===== src/rtl/vdc_pkg.sv =====
`default_nettype none
// +------------------------------------------------------------------------+
// | Package     : vdc_pkg                                                   |
// | Description : Shared types and default widths for the parametrised     |
// |               van der Corput generator and its serial divider.         |
// | Revision    : 1.0 - initial release                                    |
// +------------------------------------------------------------------------+
package vdc_pkg;

  // Default widths: index, base and fractional result.
  localparam int VDC_K_W    = 32;
  localparam int VDC_BASE_W = 4;
  localparam int VDC_FRAC_W = 16;

  // Width of the reversed numerator R and of P = b^n.
  localparam int VDC_ACC_W  = VDC_K_W + VDC_BASE_W;

  typedef enum logic [2:0] {
    S_IDLE  = 3'd0,
    S_DIGIT = 3'd1,
    S_ACCUM = 3'd2,
    S_FRAC  = 3'd3,
    S_DONE  = 3'd4
  } vdc_state_t;

endpackage
`default_nettype wire


===== src/rtl/vdc_serial_divider.sv =====
`default_nettype none
// +------------------------------------------------------------------------+
// | Module      : vdc_serial_divider                                       |
// | Description : K_W-cycle restoring divider, one quotient bit per cycle. |
// |               Produces dividend div divisor and dividend mod divisor.  |
// | Revision    : 1.0 - initial release                                    |
// +------------------------------------------------------------------------+
// Ports:
//   clk, rst_n  clock / asynchronous active-low reset
//   start       begin a division; dividend/divisor are used in this cycle
//   dividend    K_W-bit numerator
//   divisor     BASE_W-bit denominator (must be >= 2)
//   quotient    quotient, valid from done until the next start
//   remainder   remainder, valid from done until the next start
//   done        one-cycle pulse, the cycle after the final quotient bit
module vdc_serial_divider
  import vdc_pkg::*;
#(
  parameter int K_W    = VDC_K_W,
  parameter int BASE_W = VDC_BASE_W
) (
  input  logic              clk,
  input  logic              rst_n,
  input  logic              start,
  input  logic [K_W-1:0]    dividend,
  input  logic [BASE_W-1:0] divisor,
  output logic [K_W-1:0]    quotient,
  output logic [BASE_W-1:0] remainder,
  output logic              done
);

  localparam int CNT_W = $clog2(K_W + 1);

  logic [K_W-1:0]    shreg_q, shreg_d;
  logic [BASE_W-1:0] rem_q, rem_d;
  logic [CNT_W-1:0]  cnt_q, cnt_d;
  logic              busy_q, busy_d;
  logic              done_q, done_d;

  logic [K_W-1:0]    src;
  logic [BASE_W-1:0] rem_src;
  logic [BASE_W:0]   trial;
  logic              ge;
  logic              step;
  logic [CNT_W-1:0]  cnt_nxt;

  // The first step is taken on the start edge straight from the dividend
  // input, so the whole divide occupies exactly K_W cycles. Dividend bits
  // shift out of the top of shreg while quotient bits shift in at the bottom.
  always_comb begin
    src     = start ? dividend : shreg_q;
    rem_src = start ? '0 : rem_q;
    trial   = {rem_src, src[K_W-1]};
    ge      = (trial >= {1'b0, divisor});
    step    = start | busy_q;
    cnt_nxt = start ? CNT_W'(1) : cnt_q + 1'b1;

    shreg_d = shreg_q;
    rem_d   = rem_q;
    cnt_d   = cnt_q;
    busy_d  = busy_q;
    done_d  = 1'b0;

    if (step) begin
      shreg_d = {src[K_W-2:0], ge};
      // trial < 2*divisor, so the restored remainder always fits BASE_W bits.
      rem_d   = ge ? BASE_W'(trial - {1'b0, divisor}) : trial[BASE_W-1:0];
      cnt_d   = cnt_nxt;
      busy_d  = (cnt_nxt != CNT_W'(K_W));
      done_d  = (cnt_nxt == CNT_W'(K_W));
    end
  end

  always_ff @(posedge clk or negedge rst_n) begin
    if (!rst_n) begin
      shreg_q <= '0;
      rem_q   <= '0;
      cnt_q   <= '0;
      busy_q  <= 1'b0;
      done_q  <= 1'b0;
    end else begin
      shreg_q <= shreg_d;
      rem_q   <= rem_d;
      cnt_q   <= cnt_d;
      busy_q  <= busy_d;
      done_q  <= done_d;
    end
  end

  assign quotient  = shreg_q;
  assign remainder = rem_q;
  assign done      = done_q;

endmodule
`default_nettype wire


===== src/rtl/vdcorput_fsm_param.sv =====
`default_nettype none
// +------------------------------------------------------------------------+
// | Module      : vdcorput_fsm_param                                       |
// | Description : Run-time-base van der Corput generator. Returns          |
// |               floor(vdc(k, b) * 2^FRAC_W) exactly.                     |
// | Revision    : 1.0 - initial release                                    |
// +------------------------------------------------------------------------+
// Ports:
//   clk, rst_n  clock / asynchronous active-low reset
//   start       request; accepted when start && ready on a rising edge
//   k_in        index, sampled on accept
//   base_in     base, sampled on accept (legal 2 .. 2^BASE_W-1)
//   result      FRAC_W-bit fraction, held from done until the next accept
//   done        one-cycle pulse when result/err are valid
//   ready       high only while idle
//   err         raised with done when the base is below 2
module vdcorput_fsm_param
  import vdc_pkg::*;
#(
  parameter int K_W    = VDC_K_W,
  parameter int BASE_W = VDC_BASE_W,
  parameter int FRAC_W = VDC_FRAC_W
) (
  input  logic              clk,
  input  logic              rst_n,
  input  logic              start,
  input  logic [K_W-1:0]    k_in,
  input  logic [BASE_W-1:0] base_in,
  output logic [FRAC_W-1:0] result,
  output logic              done,
  output logic              ready,
  output logic              err
);

  localparam int ACC_W  = K_W + BASE_W;
  localparam int REM_W  = ACC_W + 1;
  localparam int FCNT_W = $clog2(FRAC_W + 1);

  vdc_state_t         state_q, state_d;
  logic [K_W-1:0]     q_q, q_d;
  logic [BASE_W-1:0]  b_q, b_d;
  logic [ACC_W-1:0]   r_q, r_d;
  logic [ACC_W-1:0]   p_q, p_d;
  logic [REM_W-1:0]   rem_q, rem_d;
  logic [FCNT_W-1:0]  cnt_q, cnt_d;
  logic [FRAC_W-1:0]  result_q, result_d;
  logic               err_q, err_d;

  logic               div_start;
  logic [K_W-1:0]     div_quot;
  logic [BASE_W-1:0]  div_rem;
  logic               div_done;

  logic [ACC_W-1:0]   b_ext;
  logic [ACC_W-1:0]   r_mac;
  logic [ACC_W-1:0]   p_mul;
  logic [REM_W-1:0]   rem_sh;
  logic               frac_ge;

  always_comb begin
    // R < P <= k*b < 2^ACC_W, so these products never overflow ACC_W bits.
    b_ext   = {{K_W{1'b0}}, b_q};
    r_mac   = r_q * b_ext + {{K_W{1'b0}}, div_rem};
    p_mul   = p_q * b_ext;
    rem_sh  = rem_q << 1;
    frac_ge = (rem_sh >= {1'b0, p_q});

    state_d  = state_q;
    q_d      = q_q;
    b_d      = b_q;
    r_d      = r_q;
    p_d      = p_q;
    rem_d    = rem_q;
    cnt_d    = cnt_q;
    result_d = result_q;
    err_d    = err_q;

    case (state_q)
      S_IDLE: begin
        if (start) begin
          b_d      = base_in;
          q_d      = k_in;
          r_d      = '0;
          p_d      = ACC_W'(1);
          rem_d    = '0;
          cnt_d    = '0;
          result_d = '0;
          err_d    = 1'b0;
          if (base_in[BASE_W-1:1] == '0) begin
            err_d   = 1'b1;
            state_d = S_DONE;
          end else if (k_in == '0) begin
            state_d = S_FRAC;
          end else begin
            state_d = S_DIGIT;
          end
        end
      end

      S_DIGIT: begin
        if (div_done) state_d = S_ACCUM;
      end

      S_ACCUM: begin
        r_d = r_mac;
        p_d = p_mul;
        q_d = div_quot;
        if (div_quot == '0) begin
          rem_d   = {1'b0, r_mac};
          cnt_d   = '0;
          state_d = S_FRAC;
        end else begin
          state_d = S_DIGIT;
        end
      end

      S_FRAC: begin
        // Long division of R/P, one result bit per cycle, MSB first.
        rem_d    = frac_ge ? rem_sh - {1'b0, p_q} : rem_sh;
        result_d = {result_q[FRAC_W-2:0], frac_ge};
        cnt_d    = cnt_q + 1'b1;
        if (cnt_q == FCNT_W'(FRAC_W - 1)) state_d = S_DONE;
      end

      S_DONE: begin
        state_d = S_IDLE;
      end

      default: begin
        state_d = S_IDLE;
      end
    endcase

    // Kick the divider on every entry to DIGIT; it consumes the quotient
    // that is being loaded into q on the same edge.
    div_start = (state_d == S_DIGIT) && (state_q != S_DIGIT);
  end

  always_ff @(posedge clk or negedge rst_n) begin
    if (!rst_n) begin
      state_q  <= S_IDLE;
      q_q      <= '0;
      b_q      <= '0;
      r_q      <= '0;
      p_q      <= '0;
      rem_q    <= '0;
      cnt_q    <= '0;
      result_q <= '0;
      err_q    <= 1'b0;
    end else begin
      state_q  <= state_d;
      q_q      <= q_d;
      b_q      <= b_d;
      r_q      <= r_d;
      p_q      <= p_d;
      rem_q    <= rem_d;
      cnt_q    <= cnt_d;
      result_q <= result_d;
      err_q    <= err_d;
    end
  end

  vdc_serial_divider #(
    .K_W    (K_W),
    .BASE_W (BASE_W)
  ) u_div (
    .clk       (clk),
    .rst_n     (rst_n),
    .start     (div_start),
    .dividend  (q_d),
    .divisor   (b_d),
    .quotient  (div_quot),
    .remainder (div_rem),
    .done      (div_done)
  );

  assign result = result_q;
  assign err    = err_q;
  assign done   = (state_q == S_DONE);
  assign ready  = (state_q == S_IDLE);

endmodule
`default_nettype wire


===== config.mk =====
export PLATFORM = sky130hd
export DESIGN_NAME = vdcorput_fsm_param
export DESIGN_NICKNAME = d
export VERILOG_FILES = /design/src/rtl/vdc_pkg.sv /design/src/rtl/vdc_serial_divider.sv /design/src/rtl/vdcorput_fsm_param.sv
export SDC_FILE = /design/constraint.sdc
export NUM_CORES = 1
export LEC_CHECK = 0
export CAP_MARGIN = 20
export CORE_ASPECT_RATIO = 1.1
export CORE_MARGIN = 5
export CORE_UTILIZATION = 65
export DETAILED_ROUTE_END_ITERATION = 12
export HOLD_SLACK_MARGIN = 0.08
export PLACE_DENSITY_LB_ADDON = 0.25
export SYNTH_ARGS = -nofsm -noshare
export SYNTH_HDL_FRONTEND = slang
export SYNTH_SLANG_ARGS = --single-unit

===== constraint.sdc =====
create_clock -name clk -period 11.4 [get_ports clk]
set_clock_uncertainty 0.15 [all_clocks]
set_input_delay 3.42 -clock clk [delete_from_list [all_inputs] [get_ports clk]]
set_output_delay 3.42 -clock clk [all_outputs]
set_load 0.01 [all_outputs]

# Yosys cells after proc, flatten, opt, wreduce, memory -nomap -nowiden
# Cells that the tools add are included.
dict set report word_totals {
  ff_bits 213
  in_bits 39
  out_inout_bits 19
  wordCells 77
}
dict set report op_classes {
  addsub 5
  mul 2
  order_cmp 2
  eq_ne 11
  mux 30
  bitwise_logic 1
  n_reduce_logical 12
}
# cell n
set op_table {}
lappend op_table {{2-to-1 mux 36 bit} 5}
lappend op_table {{case mux 36 bit (2 select lines)} 2}
lappend op_table {{case mux 36 bit (3 select lines)} 1}
lappend op_table {{multiplier 36 x 4 -> 36 bit} 2}
lappend op_table {{zero test 32 bit} 2}
lappend op_table {{2-to-1 mux 32 bit} 2}
lappend op_table {{case mux 32 bit (2 select lines)} 1}
lappend op_table {{>= comparator 37 x 36 -> 1 bit} 1}
lappend op_table {{adder 36 x 4 -> 36 bit} 1}
lappend op_table {{subtractor 36 bit} 1}
lappend op_table {{case mux 16 bit (2 select lines)} 1}
lappend op_table {{2-to-1 mux 16 bit} 1}
lappend op_table {{2-to-1 mux 4 bit} 4}
lappend op_table {{case mux 5 bit (3 select lines)} 1}
lappend op_table {{2-to-1 mux 3 bit} 4}
lappend op_table {{case mux 3 bit (4 select lines)} 1}
lappend op_table {{2-to-1 mux 5 bit} 2}
lappend op_table {{adder 6 x 1 -> 6 bit, second input constant} 1}
lappend op_table {{== test 3 x 1 -> 1 bit, second input constant} 2}
lappend op_table {{== test 3 x 2 -> 1 bit, second input constant} 2}
lappend op_table {{== test 6 bit, second input constant} 1}
lappend op_table {{zero test 3 bit} 2}
lappend op_table {{2-to-1 mux 6 bit} 1}
lappend op_table {{!= test 6 bit, second input constant} 1}
lappend op_table {{15 further kinds} 21}

# Longest topological paths before layout
# Gate-level depths: netlist of run 1.
dict set report depth {
  ltp_word 10
  mapped_depth 19
  mapped_depth_nobuf 18
}

# By module
# From an unflattened synthesis of run 1, not the netlist that was laid out.
dict set report hier_totals {
  hier_cells 2279
  area_unflattened_um2 20084.3
}
# mod instances cells_each area_each_um2 seq_area_each_um2
set by_module_without_submodules {}
lappend by_module_without_submodules {vdcorput_fsm_param 1 2056 17800.8 4229.1}
lappend by_module_without_submodules {vdc_serial_divider 1 223 2283.4 1101.1}

# Worst setup path before layout of run 1
# Ideal clock, no wire load.
dict set report synth_timing {
  path_type {input port to flip-flop}
  startpoint {input base_in[3]}
  endpoint {register u_div.rem_q[1], in the netlist u_div.remainder[1]}
  setup_ns 0.077
  t_arrival_ns 6.053
  t_required_ns 11.173
  slack_ns 5.119
  path_stages 15
  path_buffers 1
  cell_sequence {o31ai_1 > nor3_1 > a211oi_1 > o211a_2 > buf_2 > nand2b_1 > inv_1 > ha_1 > nor2b_1 > o21ai_0 > nand2b_1 > a21oi_1 > o21a_1 > mux2_2 > a21oi_1}
}
dict set report synth_between {
  elab_chain_cells 9
  elab_cells_between_ends 14
  classes_between {add/sub (1); order compare (1); eq/ne (1); mux (8); bitwise (1); reduce/logical (2)}
}
# item line
set synth_rtl {}
lappend synth_rtl {{start, declared} vdcorput_fsm_param.sv:28} ;# input logic [BASE_W-1:0] base_in,
lappend synth_rtl {{zero test 3 bit} vdcorput_fsm_param.sv:89} ;# if (base_in[BASE_W-1:1] == '0) begin
lappend synth_rtl {{2-to-1 mux 3 bit} vdcorput_fsm_param.sv:89}
lappend synth_rtl {{2-to-1 mux 3 bit} vdcorput_fsm_param.sv:80} ;# if (start) begin
lappend synth_rtl {{case mux 3 bit (4 select lines)} vdcorput_fsm_param.sv:78} ;# case (state_q)
lappend synth_rtl {{== test 3 x 1 -> 1 bit} vdcorput_fsm_param.sv:136} ;# div_start = (state_d == S_DIGIT) && (state_q != S_DIGIT);
lappend synth_rtl {{logical AND 1 bit} vdcorput_fsm_param.sv:136}
lappend synth_rtl {{2-to-1 mux 32 bit or 2-to-1 mux 4 bit (tied branches)} {vdc_serial_divider.sv:51, vdc_serial_divider.sv:52}}
lappend synth_rtl {{subtractor 4 bit or >= comparator 5 x 4 -> 1 bit (tied branches)} {vdc_serial_divider.sv:67, vdc_serial_divider.sv:54}}
lappend synth_rtl {{2-to-1 mux 4 bit} vdc_serial_divider.sv:67} ;# rem_d = ge ? BASE_W'(trial - {1'b0, divisor}) : trial[BASE_W-1:0];
lappend synth_rtl {{end signal, assigned} vdc_serial_divider.sv:83} ;# rem_q <= rem_d;
lappend synth_rtl {{end, declared} vdc_serial_divider.sv:35} ;# logic [BASE_W-1:0] rem_q, rem_d;
# Parallel ways exist; a longest one is shown, timed or not.
# A chain may end at the register's enable or synchronous reset.

# Worst setup path in the final report of run 1
dict set report layout_timing {
  startpoint {input start}
  endpoint {register u_div.rem_q[1], in the netlist u_div.remainder[1]}
}
dict set report layout_between {
  elab_chain_cells 7
  elab_cells_between_ends 14
  classes_between {add/sub (1); order compare (1); eq/ne (1); mux (9); bitwise (1); reduce/logical (1)}
}
# item line
set layout_rtl {}
lappend layout_rtl {{start, declared} vdcorput_fsm_param.sv:26} ;# input logic start,
lappend layout_rtl {{2-to-1 mux 3 bit} vdcorput_fsm_param.sv:80}
lappend layout_rtl {{case mux 3 bit (4 select lines)} vdcorput_fsm_param.sv:78}
lappend layout_rtl {{== test 3 x 1 -> 1 bit} vdcorput_fsm_param.sv:136}
lappend layout_rtl {{logical AND 1 bit} vdcorput_fsm_param.sv:136}
lappend layout_rtl {{2-to-1 mux 32 bit or 2-to-1 mux 4 bit (tied branches)} {vdc_serial_divider.sv:51, vdc_serial_divider.sv:52}}
lappend layout_rtl {{subtractor 4 bit or >= comparator 5 x 4 -> 1 bit (tied branches)} {vdc_serial_divider.sv:67, vdc_serial_divider.sv:54}}
lappend layout_rtl {{2-to-1 mux 4 bit} vdc_serial_divider.sv:67}
# Parallel ways exist; a longest one is shown, timed or not.

==> results.py, run 1 <==
metrics = {
    "floorplanning": {
        "die-area_um2": 35300,
        "coreArea_um2": 31300,
        "io-pin-count": 58,
        "num_rows": 68,
        "start_util_pct": 65.7,
        "die_h_um": 197,
        "dieWidth_um": 180,
    },
    "synth": {
        "syn-num-nets": 2738,
        "ys_ff_latch": 213,
        "synth_warnings": 0,
        "synth_edf_count": 0,
        "async_reset_ff_share_pct": 100,
        "synth_seq_area_share_pct": 25.9,
        "yosys.cell_types.count": 87,
        "synth_ff_type": "dfrtp_1",
        "synth_area_per_cell_um2": 8.51,
        "syn_inst": 2416,
        "syn-cell-area_um2": 20600,
    },
    "grt": {
        "grt_pass1_wl_um": 91900,
        "grtUsageTotal_pct": 30.9,
        "grt-ovfl-total": 0,
        "grt_max_degree": 102,
        "antenna_found_initial": 0,
        "grt_pass1_vias": 18166,
    },
    "power": {
        "vdd_drop_max_v": 0.000149,
        "clkPwrFrac_pct": 22.7,
        "pwr-share-seq_pct": 29.6,
        "powerDensity_nw_per_um2": 176,
        "swShare_pct": 42.4,
        "switching_power_mw": 1.67,
        "p_int_mw": 2.26,
        "p_leak_nw": 10.8,
        "p_comb_share_pct": 47.6,
    },
    "sta": {
        "drv_slew": 0,
        "min_period_ns": 6.83,
        "setup_viol": 0,
        "rsz0062_at_grt": "no",
        "fmax_mhz": 146,
        "tns_ns": 0,
        "tightest_slew_ns": 1.10,
        "timing.final.crit_share_pct": 60.0,
        "slew_headroom_pct": 26.4,
        "hold_viol_final": 0,
    },
    "route": {
        "ant_nets": 0,
        "vias": 18166,
        "drc": 0,
        "post_drt_wl_per_cell_um": 19.7,
        "routed_wl_um": 55700,
        "avgViaCountPerCell": 6.41,
        "drtPass1Iterations": 6,
        "drtIter0Drc": 1508,
    },
    "clock_network": {
        "clkLatencyLatePin_ns": 0.54,
        "hold_buffers": 0,
        "h-tree-depth": 1,
        "cts_buffers": 25,
        "cts-root-buf": "clkbuf_16",
        "cts.path.max_buffers": 3,
        "postCtsSetupRepairBufs": 0,
        "cts_resized": 0,
        "cts_tree": "done",
        "clock-sinks": 213,
        "clk_pin_slew_ns": 0.06,
    },
    "placement": {
        "gp_congestion": 1.01,
        "dpl-instance-area_um2": 21400,
        "port_buffers": 57,
        "dp_hpwl_um": 40800,
    },
    "finish": {
        "nNetsFinal": 2720,
        "drive_gt1_share_pct": 4.27,
        "antennaDiodeCount": 0,
        "fin_area_um2": 22300,
        "multiInputGateArea_um2": 14200,
        "fillers": 2484,
        "final_common_cell": "nand2_1",
        "area_delta_synth_final_pct": 8.43,
        "layout_common_cells": "347 x nand2_1, 208 x dfrtp_1, 175 x and2_1",
        "seq_area_um2": 5340,
    },
    "critical_path": {
        "start_kind": "primary input",
        "crit_required_ns": 11.70,
        "critPathMaxStageDelay_ns": 0.63,
        "setup.worst_path.end_class": "flip-flop",
        "crit_chain": "clkdlybuf4s50_1 -> nor3b_2 -> o31ai_1 -> nor3_1 -> a211oi_1 -> o211a_2 -> nand2b_1 -> inv_1 -> ha_1 -> nor2b_1 -> o21ai_0 -> nand2b_1 -> a21oi_1 -> o21a_1 -> mux2_2 -> a21oi_1",
        "slowest_stage": "o211a_2",
        "crit_type": "in2reg",
        "crit_path_max_fanout": 30,
        "arrival_ns": 7.13,
    },
    "flow_run": {
        "maxCapViolations": 0,
    },
    "hold_path": {
        "hold_class": "reg2reg",
    },
    "outcome": {
        "status": "finished, final reports clean",
    },
}
-- Yosys cell counts, types with 48 or more instances --
cell	number	area, um^2
nand2_1	347	1300
dfrtp_1	213	5330
and2_1	175	1090
o21ai_0	170	851
ha_1	149	1860
inv_1	148	556
fa_1	134	2680
a21oi_1	120	601
clkbuf_1	106	398
nor2_1	106	398
a21o_1	74	556
xnor2_1	54	473
and3_1	51	319
mux2i_1	48	480
-- per-stage QoR --
step / setup WS [ns] / hold slack [ns] / total power [mW] / std cells / util (%)
CTS: 4.58 / 0.347 / 3.91 / 2833 / 71.2
detailed placement: 4.05 / 0.331 / 3.01 / 2790 / 68.3
floorplan: 5.12 / 0.293 / 2.51 / 2416 / -
global placement: 4.20 / 0.311 / 2.94 / 2790 / 68.3
finish: 4.57 / 0.347 / 3.93 / 2834 / 71.2
global route: 4.21 / 0.375 / 4.22 / 2834 / 71.2
-- final cells by class --
class / count / area share, %
Multi-Input combinational cell: 1931 / 63.9
Inverter: 148 / 2.49
Clock inverter: 12 / 1.01
Tap cell: 420 / 2.36
Timing Repair Buffer: 79 / 3.36
Clock buffer: 31 / 3.00
Sequential cell: 213 / 23.9
-- kinds of logic after synthesis --
family,count (synthesis),share of synthesized area (%)
buffers and inverters,272,5.05
XOR/XNOR,81,3.45
AO/OA/AOI/OAI,631,19.7
multiplexers,50,2.45
adder cells (fa/ha/maj),283,22.1
AND/OR/NAND/NOR,886,21.3
flip-flops,213,25.9
-- critical path, delay by kind of cell --
family | cells | cell delay [ns]
compound gates | 7 | 1.70
fa+ha+maj | 1 | 0.28
simple gates | 5 | 0.81
mux | 1 | 0.36
buf+inv | 2 | 0.57
-- layer usage --
metal | vias up | GRT usage (%) | part of all wire, %
met3 | 126 | 3.21 | 6.0
li1 | 8391 | - | -
met1 | 8990 | 41.0 | 42
met5 | - | 0 | 0
met4 | 0 | 12.8 | 4.2
met2 | 659 | 52.6 | 48
-- state kept, by name (all words and copies together) (netlist names) --
name and flops:
u_div.cnt_q 6, u_div.busy_q 1, cnt_q 5, q_q 32, p_q 36, rem_q 36, result 16, b_q 4
r_q 36, u_div.remainder 4, u_div.quotient 32, u_div.done 1, err 1, state_q 3
-- final timing paths --
check	startpoint	cells after the start	slack, ns	endpoint
worst min register to register	q_q[5]	2	0.35	q_q[5]
worst max-delay path	start	16	4.57	u_div.remainder[1]
min in group asynchronous	rst_n	1	2.79	u_div.cnt_q[0]
worst min-delay path	q_q[5]	2	0.35	q_q[5]
worst max register to register	b_q[3]	15	5.77	rem_q[30]
max in group asynchronous	rst_n	3	6.32	r_q[23]
-- power by group through the flow --
stage / sequential, mW / combinational, mW / clock [mW]
final: 1.16 / 1.87 / 0.892
after global routing: 1.19 / 2.10 / 0.934
after CTS: 1.16 / 1.86 / 0.901
after detailed placement: 1.17 / 1.84 / 0
after global placement: 1.16 / 1.77 / 0
after floorplan: 1.07 / 1.44 / 0
Note: power is estimated with default switching activity, not from simulation.
==> run 2: changes to the inputs <==
--- a/config.mk
+++ b/config.mk
@@ -8,7 +8,7 @@
 export CAP_MARGIN = 20
 export CORE_ASPECT_RATIO = 1.1
 export CORE_MARGIN = 5
-export CORE_UTILIZATION = 65
+export CORE_UTILIZATION = 64
 export DETAILED_ROUTE_END_ITERATION = 12
 export HOLD_SLACK_MARGIN = 0.08
 export PLACE_DENSITY_LB_ADDON = 0.25
==> constraint.sdc (replaced) <==
create_clock -name clk -period 6.7 [get_ports clk]
set_clock_uncertainty 0.15 [all_clocks]
set_input_delay 2.01 -clock clk [delete_from_list [all_inputs] [get_ports clk]]
set_output_delay 2.01 -clock clk [all_outputs]
set_load 0.01 [all_outputs]
==> results.py, run 2 (same netlist as run 1, synthesis figures left out) <==
metrics = {
    "grt": {
        "use_met1_pct": 41.2,
        "top_usage_layer": "met2",
        "antenna_found_initial": 1,
        "grt_pass1_vias": 18139,
        "grt-ovfl-total": 0,
        "grt_util_met2_pct": 51.8,
        "grt_pass1_wl_um": 93000,
        "grt_max_degree": 113,
        "grtUsageTotal_pct": 31.1,
        "use_met3_pct": 4.85,
    },
    "clock_network": {
        "clk_pin_slew_ns": 0.06,
        "clock-sinks": 213,
        "cts_buffers": 25,
        "cts-root-buf": "clkbuf_16",
        "postCtsSetupRepairBufs": 0,
        "cts.path.max_buffers": 3,
        "h-tree-depth": 1,
        "cts_resized": 0,
        "cts_tree": "done",
        "clkLatencyLatePin_ns": 0.54,
        "hold_buffers": 0,
    },
    "critical_path": {
        "setup.worst_path.end_class": "flip-flop",
        "arrival_ns": 5.67,
        "crit_type": "reg2reg",
        "reg2reg_from": "b_q[3]",
        "crit_path_max_fanout": 34,
        "cp-startpoint": "b_q[3]",
        "start_kind": "flip-flop",
        "worstRegToRegCells": 13,
        "crit_required_ns": 6.98,
    },
    "finish": {
        "nNetsFinal": 2722,
        "area_delta_synth_final_pct": 8.01,
        "layout_common_cells": "347 x nand2_1, 208 x dfrtp_1, 175 x and2_1",
        "antennaDiodeCount": 0,
        "final_core_util_pct": 70.4,
        "fillers": 2505,
        "fin_area_um2": 22200,
        "final_common_cell": "nand2_1",
        "largest_registers": "p_q: 36 flops, r_q: 36 flops, rem_q: 36 flops",
        "drive_gt1_share_pct": 4.34,
    },
    "route": {
        "post_drt_wl_per_cell_um": 19.6,
        "ant_nets": 0,
        "drtPass1Iterations": 6,
        "drtIter0Drc": 1492,
        "vias": 18036,
        "drc": 0,
        "avgViaCountPerCell": 6.36,
        "routed_wl_um": 55700,
    },
    "sta": {
        "holdWs_ns": 0.344,
        "setup_viol": 0,
        "drv_slew": 0,
        "timing.final.crit_share_pct": 80.5,
        "tightest_slew_ns": 1.11,
        "slew_headroom_pct": 26.1,
        "min_period_ns": 5.39,
        "hold_viol_final": 0,
        "tns_ns": 0,
        "fmax_mhz": 185,
        "rsz0062_at_grt": "no",
    },
    "outcome": {
        "status": "finished, final reports clean",
    },
    "placement": {
        "gp_congestion": 0.981,
        "port_buffers": 57,
        "dp_hpwl_um": 41300,
        "dpl-instance-area_um2": 21400,
    },
    "hold_path": {
        "hold_class": "reg2reg",
        "hold_start": "q_q[6]",
        "hold_path_depth": 2,
    },
    "floorplanning": {
        "io-pin-count": 58,
        "num_rows": 68,
        "dieWidth_um": 181,
        "die_h_um": 198,
        "start_util_pct": 65.2,
        "coreArea_um2": 31600,
        "die-area_um2": 35800,
    },
    "power": {
        "powerDensity_nw_per_um2": 294,
        "p_leak_nw": 10.8,
        "vdd_drop_max_v": 0.000250,
    },
    "flow_run": {
        "maxCapViolations": 0,
    },
}
-- run 2: cell count changes in the layout (fill, tap and decap cells not counted), moves of 3 or more --
cell	change
bufinv_16	-5
clkbuf_8	+4
clkinv_2	+4
buf_4	+3
clkinvlp_4	-3
-- run 2: area by class of cell --
class | instances | area [um^2] | area share (%)
Tap cell | 420 | 526 | 2.37
Timing Repair Buffer | 81 | 756 | 3.40
Clock inverter | 8 | 72.6 | 0.327
Clock buffer | 36 | 727 | 3.27
Inverter | 148 | 556 | 2.50
Multi-Input combinational cell | 1931 | 14200 | 64.1
Sequential cell | 213 | 5340 | 24.0
-- run 2: final timing paths --
kind | slack [ns] | to
min | 0.34 | q_q[6]
min in group asynchronous | 1.39 | p_q[27]
max reg2reg | 1.31 | p_q[34]
max | 1.31 | p_q[34]
max in group asynchronous | 3.85 | q_q[19]
min reg2reg | 0.34 | q_q[6]
-- run 2: through the flow --
step | power [mW] | cells | setup WS [ns]
3_3_place_gp | 5.01 | 2793 | 1.04
6_report | 6.54 | 2837 | 1.31
5_1_grt | 7.04 | 2837 | 0.959
4_1_cts | 6.52 | 2837 | 1.33
2_1_floorplan | 4.27 | 2416 | 1.67
3_5_place_dp | 5.12 | 2793 | 1.05
-- run 2: worst max-delay path, stage by stage, from the launching register on --
cell and delay, ns:
dfrtp_2 0.73, buf_4 0.45, nand2_1 0.15, fa_1 0.55
inv_1 0.05, fa_1 0.47, ha_1 0.38, a2111oi_0 0.57
a211oi_1 0.33, a21oi_2 0.31, o211ai_2 0.18, and4_4 0.21
or4_1 0.46, a32o_1 0.26
-- run 2: power breakdown --
group | switching [mW] | internal [mW] | total, mW | leakage, nW
Clock | 0.571 | 0.788 | 1.36 | 0.399
Sequential | 0.391 | 1.60 | 1.99 | 2.24
Combinational | 1.88 | 1.32 | 3.19 | 8.17
Total | 2.84 | 3.70 | 6.54 | 10.8
-- run 2: layer usage --
metal	vias to the layer above	wire length, um
met5	-	14
met4	2	2230
met3	131	3830
met2	671	26500
met1	8859	23200
li1	8373	-
==> run 3: changes to the inputs <==
--- a/config.mk
+++ b/config.mk
@@ -8,7 +8,7 @@
 export CAP_MARGIN = 20
 export CORE_ASPECT_RATIO = 1.1
 export CORE_MARGIN = 5
-export CORE_UTILIZATION = 64
+export CORE_UTILIZATION = 58
 export DETAILED_ROUTE_END_ITERATION = 12
 export HOLD_SLACK_MARGIN = 0.08
 export PLACE_DENSITY_LB_ADDON = 0.25
==> constraint.sdc (replaced) <==
create_clock -name clk -period 4.6 [get_ports clk]
set_clock_uncertainty 0.15 [all_clocks]
set_input_delay 1.38 -clock clk [delete_from_list [all_inputs] [get_ports clk]]
set_output_delay 1.38 -clock clk [all_outputs]
set_load 0.01 [all_outputs]
==> results.py, run 3 (same netlist as run 1, synthesis figures left out) <==
metrics = {
    "outcome": {
        "status": "finished, final reports clean",
    },
    "floorplanning": {
        "die-area_um2": 39300,
        "start_util_pct": 58.5,
        "num_rows": 72,
        "coreArea_um2": 35100,
        "dieWidth_um": 190,
        "die_h_um": 207,
        "io-pin-count": 58,
    },
    "route": {
        "drc": 0,
        "post_drt_wl_per_cell_um": 19.2,
        "routed_wl_um": 58200,
        "drtIter0Drc": 1229,
        "vias": 18880,
        "ant_nets": 0,
        "drtPass1Iterations": 5,
        "avgViaCountPerCell": 6.23,
    },
    "hold_path": {
        "hold_class": "reg2reg",
    },
    "grt": {
        "grt_max_degree": 80,
        "grtUsageTotal_pct": 28.9,
        "grt_pass1_vias": 19093,
        "grt-ovfl-total": 0,
        "grt_pass1_wl_um": 95400,
        "antenna_found_initial": 0,
    },
    "sta": {
        "timing.final.crit_share_pct": 99.7,
        "slew_headroom_pct": 44.2,
        "min_period_ns": 4.59,
        "tightest_slew_ns": 0.836,
        "drv_slew": 0,
        "hold_viol_final": 0,
        "setup_viol": 0,
        "fmax_mhz": 218,
        "rsz0062_at_grt": "yes",
    },
    "power": {
        "vdd_drop_max_v": 0.000317,
        "p_int_mw": 6.00,
        "p_comb_share_pct": 50.2,
        "switching_power_mw": 4.25,
        "clkPwrFrac_pct": 21.9,
        "swShare_pct": 41.5,
        "powerDensity_nw_per_um2": 421,
        "power.total_mw": 10.2,
        "p_leak_nw": 11.7,
        "pwr-share-seq_pct": 27.8,
    },
    "finish": {
        "final_common_cell": "nand2_1",
        "nNetsFinal": 2889,
        "final_core_util_pct": 69.2,
        "area_delta_synth_final_pct": 18.3,
        "largest_registers": "p_q: 36 flops, r_q: 36 flops, rem_q: 36 flops",
        "antennaDiodeCount": 0,
        "layout_common_cells": "343 x nand2_1, 208 x dfrtp_1, 177 x buf_4",
        "drive_gt1_share_pct": 13.5,
    },
    "critical_path": {
        "crit_buf_inv": 3,
        "critPathMaxStageDelay_ns": 0.57,
        "crit_type": "reg2reg",
        "setup.worst_path.end_class": "flip-flop",
        "arrival_ns": 4.85,
        "slowest_stage": "fa_1",
        "start_kind": "flip-flop",
        "crit_family": "adder cells",
        "crit_chain": "buf_12 -> buf_4 -> and2_1 -> fa_1 -> fa_1 -> ha_4 -> ha_4 -> and2_1 -> and4_4 -> nand2_1 -> a211oi_2 -> buf_4 -> or2_4 -> a311o_1 -> mux2i_2 -> o211a_1 -> o221ai_1",
        "crit_required_ns": 4.86,
        "crit_path_max_fanout": 16,
    },
    "clock_network": {
        "clkLatencyLatePin_ns": 0.57,
        "cts_tree": "done",
        "cts-root-buf": "clkbuf_16",
        "clk_pin_slew_ns": 0.06,
        "clock-sinks": 213,
        "h-tree-depth": 1,
        "cts_buffers": 26,
        "hold_buffers": 0,
        "cts.path.max_buffers": 3,
    },
    "placement": {
        "gp_congestion": 0.951,
        "port_buffers": 57,
        "dp_hpwl_um": 42500,
    },
    "flow_run": {
        "maxCapViolations": 0,
    },
}
-- run 3: cell types whose count changed in the layout (fill, tap and decap cells not counted), moves of 4 or more --
cell       change
a2111oi_0      -4
a2111oi_4      +4
a211oi_1       -4
a21oi_1        -9
a21oi_2        +8
buf_12         +8
buf_4        +153
buf_6          +5
ha_1          -20
ha_4          +18
nand2_1        -4
nand2_2        +4
o21ai_0       -10
o21ai_1        +6
-- run 3: tightest hold or removal path, stage by stage, from the launching register on --
cell,delay (ns)
dfrtp_1,0.32
nand2_1,0.04
o21ai_0,0.09
-- run 3: final timing paths --
kind	startpoint	end	slack, ns	depth (start not counted)
max in group asynchronous	rst_n	r_q[10]	2.83	2
max reg2reg	b_q[3]	rem_q[30]	0.01	17
min	q_q[25]	q_q[25]	0.34	2
min reg2reg	q_q[25]	q_q[25]	0.34	2
max	b_q[3]	rem_q[30]	0.01	17
min in group asynchronous	rst_n	u_div.cnt_q[5]	0.64	1
-- run 3: power by group through the flow --
stage                     registers [mW]  logic [mW]  clock network [mW]
final                               2.85        5.15                2.25
after global routing                2.91        5.76                2.35
after CTS                           2.84        4.96                2.28
after detailed placement            2.86        4.87                   0
after global placement              2.85        4.71                   0
after floorplan                     2.66        3.60                   0
-- run 3: what timing repair did --
item / in CTS / in global routing
hold endpoints to repair: 0 / 0
buffers inserted: 8 / 6
pin swaps: 17 / 36
endpoints found under the setup margin: 25 / 45
resized for setup: 35 / 72
-- run 3: final cells by class --
class	instances	area (um^2)
inverters	148	556
fillers	2807	10800
clock inverters	9	163
clock buffers	38	756
multi-input cells	1931	14800
well taps	444	556
flip-flops and latches	213	5340
repair buffers	247	2120
-- run 3: stage by stage --
stage,setup TNS [ns],area (um^2),setup slack (ns),hold slack (ns),instances
finish,0,24300,0.0129,0.340,3030
floorplan,-0.00931,20700,-0.00931,0.293,2416
global route,-0.918,24300,-0.122,0.360,3030
CTS,-0.155,23900,-0.0713,0.343,3025
global placement,-0.986,22700,-0.150,0.312,2970
detailed placement,-2.34,22700,-0.191,0.331,2970
-- run 3: per-layer routing --
metal	vias up	routed length, um	global-route usage, %
met3	155	2870	3.03
met4	0	2480	11.0
met5	-	0	0
met2	622	29200	50.7
met1	9379	23700	36.9
li1	8724	-	-
==> edit: new RTL, config.mk and constraints of run 1 <==
Set the package constant `VDC_FRAC_W` to 32 (it was 16).
--- a/src/rtl/vdc_pkg.sv
+++ b/src/rtl/vdc_pkg.sv
@@ -12,3 +12,3 @@
   localparam int VDC_BASE_W = 4;
-  localparam int VDC_FRAC_W = 16;
+  localparam int VDC_FRAC_W = 32;
 
Interface: changed (resized result); port bits go from 58 to 74. The function was not compared with the original's and may differ.
==> edit against run 1 <==
Cell area decreased by 0.25%. Sequential cell count grew 17. Largest power group unchanged. Wire length is 7.8% lower. Area after synthesis is 1.1% lower. Highest routed layer unchanged. Setup slack worse by 0.36 ns. Critical path type unchanged. Synthesized cell count down 3.4%. Power grew 4.1%. Sequential share of layout area rose by 2.0 points.
==> edit: results (changes against run 1) <==
Post-DP HPWL - 36,410 um (-11%)
First-pass GRT wire length - 87,750 um (-4.6%)
Vias per cell - 6.229 (-2.8%)
Compound-gate portion of the synthesized area - 0.1713 (-0.02603)
R2R Path Start - b_q[2]
Routed length per instance - 18.51 um (-5.8%)
Worst Reg2Reg Path Length in Cells - 16 (+1)
HP Class - flip-flop to flip-flop
Synth area leaders - dfrtp_1 28%, fa_1 13%, ha_1 9.1%
Worst Hold End - r_q[35]
Adder-Cell Fraction of Synth Area - 0.2229 (+0.001860)
Ratio of cells with drive above 1 in the final layout - 0.05136 (+0.008690)
Largest net degree at the start of global routing - 119 (+17%)
Max incr delay on CP - 0.51 ns (-0.12 ns)
Sequential-to-total area share from yosys stat - 0.2830 (+0.02382)
Drt pass-1 iters - 9 (+3)
XOR/XNOR Fraction of Synth Area - 0.04479 (+0.01029)
Maximum VDD drop - 168.6 uV (+13%)
Vias in the first global route - 17,980 (-1.1%)
Fill count - 2,468 (-0.64%)
WP data arrival - 7.47 ns (+0.34 ns)
Crit path max fanout - 72 (+140%)
Worst R2R Setup Slack - 5.58 ns (-0.19 ns)
CTS Buffer Depth - 3 (unchanged)
Port-buffer cells - 73 (+28%)
Synth top cells by count - 405 x nand2_1, 230 x dfrtp_1, 176 x inv_1, 175 x and2_1, 166 x o21ai_0
Dpl cell area - 21,340 um^2 (-0.23%)
Placer Congestion - 0.9764 (-2.9%)
Gr usage total - 0.3002 (-0.009131)
Leak - 11.04 nW (+1.9%)
Slew HR - 0.3523 (+0.08850)
Status - finished, final reports clean
Syn Nets - 2,655 (-3.0%)
Multiplexer area fraction after synthesis - 0.02676 (+0.002304)
Hold_sp - r_q[35]
Critical path's slowest cell - buf_4
Worst-Skew Late Latency - 0.54 ns (about the same)
Post-Place Worst Slack - 3.690 ns (-0.3604 ns)
Cts bufs inserted - 26 (+4.0%)
Yosys cell types - 75 (-14%)
DR iter-0 viols - 1,575 (+4.4%)
Reg2reg end - rem_q[28]
Post-synth ARST share - 1.000 (unchanged)
-- edit: routing by layer --
| layer | up-vias | wire (um) | track usage |
|---|---|---|---|
| li1 | 8027 | - | - |
| met1 | 8470 | 21110 | 0.3939 |
| met2 | 674 | 25400 | 0.5191 |
| met3 | 120 | 3539 | 0.04105 |
| met4 | 0 | 1331 | 0.08871 |
| met5 | - | 0 | 0 |
-- edit: logic make-up after synthesis --
| group | count (synthesis) |
|---|---|
| AOI/OAI and AO/OA | 536 |
| buffers and inverters | 293 |
| adders and majority gates | 282 |
| and+or+nand+nor | 839 |
| DFF | 230 |
| xor gates and xnor gates | 104 |
| muxes | 50 |
-- edit: how the worst max path moves through the flow --
stage | startpoint | end | slack, ns | cells past startpoint
CTS | k_in[17] | u_div.remainder[2] | 4.25 | 16
global placement | k_in[17] | u_div.remainder[1] | 3.74 | 16
finish | k_in[17] | u_div.remainder[2] | 4.20 | 16
detailed placement | k_in[17] | u_div.remainder[2] | 3.69 | 16
global route | k_in[17] | u_div.remainder[2] | 3.92 | 16
floorplan | k_in[9] | u_div.remainder[1] | 5.19 | 14
-- edit: critical path, delay by kind of cell --
family	cells	cell delay [ns]
fa+ha+maj	1	0.27
compound gates	6	1.05
simple gates	5	1.19
buf+inv	2	0.93
mux	2	0.56
-- edit: final cells by class --
| cell class | count | area (um^2) | share of cell area |
|---|---|---|---|
| clock buffers | 37 | 763.2 | 0.03431 |
| clock inverters | 10 | 137.6 | 0.006187 |
| inverters | 177 | 664.4 | 0.02987 |
| multi-input cells | 1811 | 13520 | 0.6079 |
| flip-flops and latches | 230 | 5761 | 0.2590 |
| well taps | 420 | 525.5 | 0.02362 |
| repair buffers | 91 | 870.8 | 0.03915 |
-- edit: where the power goes --
group | total (mW) | switching, mW | internal [mW]
combinational | 1.94 | 1.15 | 0.786
sequential | 1.27 | 0.248 | 1.02
clock | 0.885 | 0.351 | 0.533
total | 4.09 | 1.75 | 2.34
-- edit: stage by stage --
step | util | hold slack, ns | instances
finish | 0.7143 | 0.3274 | 2776
global route | 0.7143 | 0.3640 | 2776
CTS | 0.7143 | 0.3292 | 2776
detailed placement | 0.6854 | 0.3146 | 2729
global placement | 0.6854 | 0.3120 | 2729
floorplan | - | 0.2962 | 2334
